### src/rtl/alu_pkg.sv
// alu_pkg: shared types and constants for the sequential ALU.
// Covers the alu_op encoding, the branch-flag selector, the FSM state
// encoding and the bit positions of the registered flag set {C,V,S,Z}.
package alu_pkg;

    typedef enum logic [2:0] {
        OP_ADD = 3'b000,
        OP_SUB = 3'b001,
        OP_AND = 3'b010,
        OP_XOR = 3'b011,
        OP_SHL = 3'b100,
        OP_SHR = 3'b101,
        OP_SRA = 3'b110,
        OP_MUL = 3'b111
    } alu_op_e;

    typedef enum logic [1:0] {
        BR_Z = 2'b00,
        BR_S = 2'b01,
        BR_V = 2'b10,
        BR_C = 2'b11
    } branch_sel_e;

    // ST_MUL is only ever entered when the multiplier is built in.
    typedef enum logic [1:0] {
        ST_IDLE  = 2'b00,
        ST_SHIFT = 2'b01,
        ST_MUL   = 2'b10,
        ST_DONE  = 2'b11
    } state_e;

    localparam int FLAG_Z = 0;
    localparam int FLAG_S = 1;
    localparam int FLAG_V = 2;
    localparam int FLAG_C = 3;

endpackage

### src/rtl/alu_arith.sv
// alu_arith: single-cycle add/sub/and/xor with Z/S/V/C flag generation.
// Purely combinational; the caller decides whether the flags are kept.
import alu_pkg::*;

module alu_arith #(
    parameter int WIDTH = 8
) (
    input  logic [WIDTH-1:0] a,
    input  logic [WIDTH-1:0] b,
    input  alu_op_e          op,
    output logic [WIDTH-1:0] result,
    output logic [3:0]       flags
);

    logic [WIDTH:0]   sum_ext;
    logic [WIDTH-1:0] diff;

    assign sum_ext = {1'b0, a} + {1'b0, b};
    assign diff    = a - b;

    // Select the result and derive the flags; C is carry for ADD and
    // unsigned borrow for SUB, V is two's-complement overflow.
    always_comb begin
        result = '0;
        flags  = '0;
        case (op)
            OP_ADD: begin
                result        = sum_ext[WIDTH-1:0];
                flags[FLAG_C] = sum_ext[WIDTH];
                flags[FLAG_V] = (a[WIDTH-1] == b[WIDTH-1]) &&
                                (sum_ext[WIDTH-1] != a[WIDTH-1]);
            end
            OP_SUB: begin
                result        = diff;
                flags[FLAG_C] = (a < b);
                flags[FLAG_V] = (a[WIDTH-1] != b[WIDTH-1]) &&
                                (diff[WIDTH-1] != a[WIDTH-1]);
            end
            OP_AND:  result = a & b;
            OP_XOR:  result = a ^ b;
            default: result = '0;
        endcase
        flags[FLAG_Z] = (result == '0);
        flags[FLAG_S] = result[WIDTH-1];
    end

endmodule

### src/rtl/alu_seq.sv
// alu_seq: handshaked sequential ALU. Single-cycle add/sub/logic, one-bit-
// per-cycle shifts, registered Z/S/V/C flags feeding a branch condition.
// Optional feature macro: ALU_MUL_EN builds the iterative shift-add
// multiplier for op 111; without it op 111 returns out_err=1, out_val=0.
import alu_pkg::*;

module alu_seq #(
    parameter int WIDTH = 8,
    parameter int SHW   = $clog2(WIDTH)
) (
    input  logic             clk,
    input  logic             reset,
    input  logic             in_valid,
    output logic             in_ready,
    input  logic [WIDTH-1:0] in1,
    input  logic [WIDTH-1:0] in2,
    input  logic [2:0]       alu_op,
    input  logic [1:0]       branch_sel,
    output logic             out_valid,
    input  logic             out_ready,
    output logic [WIDTH-1:0] out_val,
    output logic             out_err,
    output logic [3:0]       flags_q,
    output logic             out_cond
);

    // Shift amounts at or above this value saturate without iterating.
    localparam logic [WIDTH-1:0] WIDTH_V = WIDTH'(WIDTH);

    state_e           state_reg, state_next;
    logic [WIDTH-1:0] res_reg, res_next;
    logic             err_reg, err_next;
    logic [3:0]       flags_reg, flags_next;
    alu_op_e          op_reg, op_next;
    logic [SHW-1:0]   cnt_reg, cnt_next;

    alu_op_e          op_in;
    logic [WIDTH-1:0] arith_res;
    logic [3:0]       arith_flags;

`ifdef ALU_MUL_EN
    localparam logic [SHW:0] MUL_CYCLES = (SHW+1)'(WIDTH);

    logic [WIDTH-1:0] mcand_reg, mcand_next;
    logic [WIDTH-1:0] mplier_reg, mplier_next;
    logic [SHW:0]     mcnt_reg, mcnt_next;
`endif

    assign op_in = alu_op_e'(alu_op);

    alu_arith #(.WIDTH(WIDTH)) u_arith (
        .a      (in1),
        .b      (in2),
        .op     (op_in),
        .result (arith_res),
        .flags  (arith_flags)
    );

    // One-bit step of the iterative shifter; the latched op picks direction.
    function automatic logic [WIDTH-1:0] shift_one(input logic [WIDTH-1:0] v,
                                                   input alu_op_e op);
        case (op)
            OP_SHL:  return {v[WIDTH-2:0], 1'b0};
            OP_SHR:  return {1'b0, v[WIDTH-1:1]};
            default: return {v[WIDTH-1], v[WIDTH-1:1]};
        endcase
    endfunction

    // State register; reset aborts any operation in flight.
    always_ff @(posedge clk or posedge reset) begin
        if (reset) state_reg <= ST_IDLE;
        else       state_reg <= state_next;
    end

    // Next-state and datapath: latch at accept, iterate, hold in DONE.
    always_comb begin
        state_next  = state_reg;
        res_next    = res_reg;
        err_next    = err_reg;
        flags_next  = flags_reg;
        op_next     = op_reg;
        cnt_next    = cnt_reg;
`ifdef ALU_MUL_EN
        mcand_next  = mcand_reg;
        mplier_next = mplier_reg;
        mcnt_next   = mcnt_reg;
`endif
        case (state_reg)
            ST_IDLE: begin
                if (in_valid) begin
                    op_next  = op_in;
                    err_next = 1'b0;
                    case (op_in)
                        OP_ADD, OP_SUB: begin
                            res_next   = arith_res;
                            flags_next = arith_flags;
                            state_next = ST_DONE;
                        end
                        OP_AND, OP_XOR: begin
                            res_next   = arith_res;
                            state_next = ST_DONE;
                        end
                        OP_SHL, OP_SHR, OP_SRA: begin
                            if (in2 >= WIDTH_V) begin
                                res_next   = (op_in == OP_SRA) ? {WIDTH{in1[WIDTH-1]}} : '0;
                                state_next = ST_DONE;
                            end else if (in2 == '0) begin
                                res_next   = in1;
                                state_next = ST_DONE;
                            end else begin
                                res_next   = in1;
                                cnt_next   = in2[SHW-1:0];
                                state_next = ST_SHIFT;
                            end
                        end
                        default: begin
`ifdef ALU_MUL_EN
                            res_next    = '0;
                            mcand_next  = in1;
                            mplier_next = in2;
                            mcnt_next   = MUL_CYCLES;
                            state_next  = ST_MUL;
`else
                            res_next    = '0;
                            err_next    = 1'b1;
                            state_next  = ST_DONE;
`endif
                        end
                    endcase
                end
            end
            ST_SHIFT: begin
                res_next = shift_one(res_reg, op_reg);
                cnt_next = cnt_reg - 1'b1;
                if (cnt_reg == SHW'(1)) state_next = ST_DONE;
            end
            ST_MUL: begin
`ifdef ALU_MUL_EN
                // One partial product per cycle; only the low WIDTH bits matter.
                if (mplier_reg[0]) res_next = res_reg + mcand_reg;
                mcand_next  = {mcand_reg[WIDTH-2:0], 1'b0};
                mplier_next = {1'b0, mplier_reg[WIDTH-1:1]};
                mcnt_next   = mcnt_reg - 1'b1;
                if (mcnt_reg == (SHW+1)'(1)) state_next = ST_DONE;
`else
                state_next = ST_IDLE;
`endif
            end
            default: begin
                if (out_ready) state_next = ST_IDLE;
            end
        endcase
    end

    // Datapath and flag registers.
    always_ff @(posedge clk or posedge reset) begin
        if (reset) begin
            res_reg    <= '0;
            err_reg    <= 1'b0;
            flags_reg  <= '0;
            op_reg     <= OP_ADD;
            cnt_reg    <= '0;
`ifdef ALU_MUL_EN
            mcand_reg  <= '0;
            mplier_reg <= '0;
            mcnt_reg   <= '0;
`endif
        end else begin
            res_reg    <= res_next;
            err_reg    <= err_next;
            flags_reg  <= flags_next;
            op_reg     <= op_next;
            cnt_reg    <= cnt_next;
`ifdef ALU_MUL_EN
            mcand_reg  <= mcand_next;
            mplier_reg <= mplier_next;
            mcnt_reg   <= mcnt_next;
`endif
        end
    end

    assign in_ready  = (state_reg == ST_IDLE);
    assign out_valid = (state_reg == ST_DONE);
    assign out_val   = res_reg;
    assign out_err   = err_reg;
    assign flags_q   = flags_reg;
    assign out_cond  = flags_reg[branch_sel];

endmodule

### config.mk
export PLATFORM = sky130hd
export DESIGN_NAME = alu_seq
export DESIGN_NICKNAME = d
export VERILOG_FILES = /design/src/rtl/alu_pkg.sv /design/src/rtl/alu_arith.sv /design/src/rtl/alu_seq.sv
export SDC_FILE = /design/constraint.sdc
export NUM_CORES = 1
export LEC_CHECK = 0
export CELL_PAD_IN_SITES_DETAIL_PLACEMENT = 1
export CELL_PAD_IN_SITES_GLOBAL_PLACEMENT = 2
export CORE_ASPECT_RATIO = 0.5
export CORE_MARGIN = 1
export CORE_UTILIZATION = 30
export DETAILED_ROUTE_END_ITERATION = 16
export PLACE_DENSITY = 0.73
export SLEW_MARGIN = 20
export SYNTH_ARGS = -nofsm -noshare
export SYNTH_HDL_FRONTEND = slang
export SYNTH_HIERARCHICAL = 1
export SYNTH_SLANG_ARGS = --single-unit
### constraint.sdc
create_clock -name clk -period 3.45 [get_ports clk]
set_input_delay 0.5175 -clock clk [delete_from_list [all_inputs] [get_ports clk]]
set_output_delay 0.5175 -clock clk [all_outputs]
set_load 0.02 [all_outputs]
==> key figures <==
Hold path
  – Worst hold path cell count: 2
  – Worst Hold End: out_err
  – Source of the worst hold timing path: out_err
  – HP Class: reg2reg

Power and ir drop
  – Sw power: 0.000784 W
  – Combinational power share: 60.7%
  – Max VDD drop: 0.000226 V
  – Internal power: 0.00105 W
  – Sequential share of power: 25.5%
  – Lkg Pwr: 1.43 nW
  – Total power: 0.00183 W
  – Clock share of power: 13.8%
  – Sw Share: 42.8%
  – P per Cell Area: 559 nW/µm²

Yosys
  – XOR/XNOR Fraction of Synth Area: 1.76%
  – Adder-Cell Fraction of Synth Area: 12.6%
  – EDFF count, synth: 0
  – Mean post-synth cell area: 8.69 µm²
  – Top cells by area, synth: dfrtp_1 (21%), ha_1 (11%), inv_1 (5.4%)
  – Largest family of logic cells by synthesized area: compound AO/OA/AOI/OAI gates
  – Post-synthesis cell count: 287
  – Proportion of synthesized area in mux cells: 10.4%
  – Post-synthesis compound-gate area fraction: 26.8%
  – Seq/Total Area, Yosys: 21.1%
  – Yosys reg bits: 21
  – Synth cell types: 69
  – Yosys top cell by area: dfrtp_1
  – Ys flop type: dfrtp_1
  – Post-synthesis simple-gate area fraction: 19.0%
  – Synth top area share: 21.1%
  – Syn nets: 336
  – Ys async rst share: 100%
  – YS warnings: 6
  – Synthesized area: 2490 µm²

Floorplanning
  – Row count: 23
  – Ports: 41
  – Die extent in y: 66.5 µm
  – Die area: 8710 µm²
  – DIE WIDTH: 131 µm
  – Core ar.: 8030 µm²
  – Initial Util: 31.1%

Timing
  – Slew Viols, Final: 0
  – RSZ-0062 raised after global routing: no
  – Fin crit period: 3.26 ns
  – Final WS setup: 0.190 ns
  – Clk_skew: 0.00575 ns
  – Fin crit share: 94.5%
  – Count of final hold-check violations: 0
  – Setup violators final: 0
  – Slew @ Worst Pin: 0.849 ns
  – Achievable Freq: 0.307 GHz
  – Slew headroom: 43.4%

CTS
  – TritonCTS clock tree: built
  – Clk root buf: clkbuf_16
  – Clock Latency Late Sink: 0.26 ns
  – CTS resizes: 0
  – Setup bufs post-CTS: 0
  – Clk pin slew, worst setup/hold paths: 0.06 ns
  – Cts bufs inserted: 3
  – Max Buffers Root-to-Sink: 2
  – CTS sink count: 21
  – Max H-tree Level: 1
  – Hold-fix buffers, CTS: 0

Setup path
  – WP data required: 3.59 ns
  – Crit path DAT: 3.40 ns
  – CP Class: in2reg
  – R2R Setup Slk: 1.45 ns
  – Reg-to-Reg End: flags_q[3]
  – Worst reg2reg path startpoint: state_reg[1]
  – Largest fanout on the critical path: 2
  – Nature of the critical path endpoint: flop
  – Worst r2r path cells: 5
  – Worst Setup Start Kind: input port

Place
  – Routability Congestion: 0.839
  – Pre-CTS setup slack: -0.0873 ns
  – Placement Cell Area: 3200 µm²
  – I/O Buffers: 40
  – DP Cell Count: 458
  – DPL Wire Length: 6680 µm

Global routing
  – Global-route wire length before repair: 13600 µm
  – Grt total ovfl: 0
  – Largest net degree at the start of global routing: 22
  – Vias in the first global route: 2510
  – Total GRT Usage: 20.6%
  – Initial antenna violation count: 0

Outcome
  – Outcome: finished, final reports clean

Final layout
  – ANT cells: 0
  – Fin nets: 400
  – Post-Layout Inst Area: 3280 µm²
  – Fin util: 40.8%
  – Layout cells sized above 1: 19.7%
  – Finished Layout Cells: 462
  – Commonest non-fill, non-tap cell in the layout: clkdlybuf4s50_1
  – Max FFs per register: 8
  – Commonest cells after routing, fill and taps aside: clkdlybuf4s50_1 (40), inv_1 (36), buf_4 (31)
  – Area delta synth->final: 31.3%

Flow run
  – Max-cap violations: 0

Routing
  – DRC: 0
  – Initial drt markers: 101
  – Vias post-DR: 2437
  – Wire per inst: 18.2 µm
  – DR pass1 iterations: 4
  – Wirelength, routed: 8420 µm
  – Antenna violation net count after detailed routing: 0
  – Via density: 5.27
[critical path: stages]
cell and delay (ns):
clkdlybuf4s50_1 0.49, inv_1 0.05, ha_1 0.29, or2_2 0.31, a2111oi_0 0.34, and3b_1 0.25
mux2i_1 0.12, a311o_1 0.31, nor2b_1 0.15, a2111o_1 0.34, a32o_1 0.22
[logic make-up after synthesis]
logic type,count (synthesis)
adders and majority gates,24
xor gates and xnor gates,5
and+or+nand+nor,87
buffers and inverters,48
DFF,21
AOI/OAI and AO/OA,80
muxes,22
[cell type report]
cell class                      count  area, µm²
Clock buffer                        3       75.1
Clock inverter                      1       5.00
Fill cell                         938       4750
Inverter                           36        135
Multi-Input combinational cell    218       1760
Sequential cell                    21        526
Tap cell                          112        140
Timing Repair Buffer               71        633
[per-layer routing]
| metal | GRT usage, % | share of wire [%] | vias to the layer above |
|---|---|---|---|
| met4 | 3.88 | 1.1 | 0 |
| met3 | 1.29 | 2.6 | 8 |
| li1 | - | - | 1167 |
| met2 | 35.0 | 46 | 46 |
| met1 | 29.0 | 51 | 1216 |
| met5 | 0 | 0 | - |
[power groups by stage]
stage | Sequential [W] | Combinational (W) | Clock, W
2_1_floorplan | 0.000523 | 0.000658 | 0
3_3_place_gp | 0.000460 | 0.00108 | 0
3_5_place_dp | 0.000471 | 0.00111 | 0
4_1_cts | 0.000468 | 0.00112 | 0.000257
5_1_grt | 0.000484 | 0.00122 | 0.000266
6_report | 0.000466 | 0.00111 | 0.000253
[synth_stat cells, drive strengths merged (3+ instances only)]
library cell and instances:
buf 7, nor3 8, nand3 6, clkbuf 5, xnor2 4, nand2b 6
mux2 9, a2111oi 3, nand2 15, nor4 4, a221oi 8, o21ai 10
dfrtp 21, a32o 3, o21a 3, inv 36, a211oi 3, nor2b 12
mux2i 11, o211ai 4, nor2 23, a21oi 18, ha 22
[through the flow]
step	hold slack, ns	TNS [ns]
5_1_grt	0.544	0
2_1_floorplan	0.481	0
3_3_place_gp	0.469	-0.00926
6_report	0.488	0
3_5_place_dp	0.481	-0.0873
4_1_cts	0.495	0
[worst max path at each step]
stage           start    endpoint  slack, ns  cells past startpoint
2_1_floorplan  in2[3]  out_val[7]       0.36                     12
3_3_place_gp   in2[3]  out_val[7]     -0.009                     11
3_5_place_dp   in2[3]  out_val[7]      -0.09                     11
4_1_cts        in2[3]  out_val[7]       0.18                     11
5_1_grt        in2[3]  out_val[7]       0.09                     11
6_report       in2[3]  out_val[7]       0.19                     11
(Power assumes the default switching activity.)
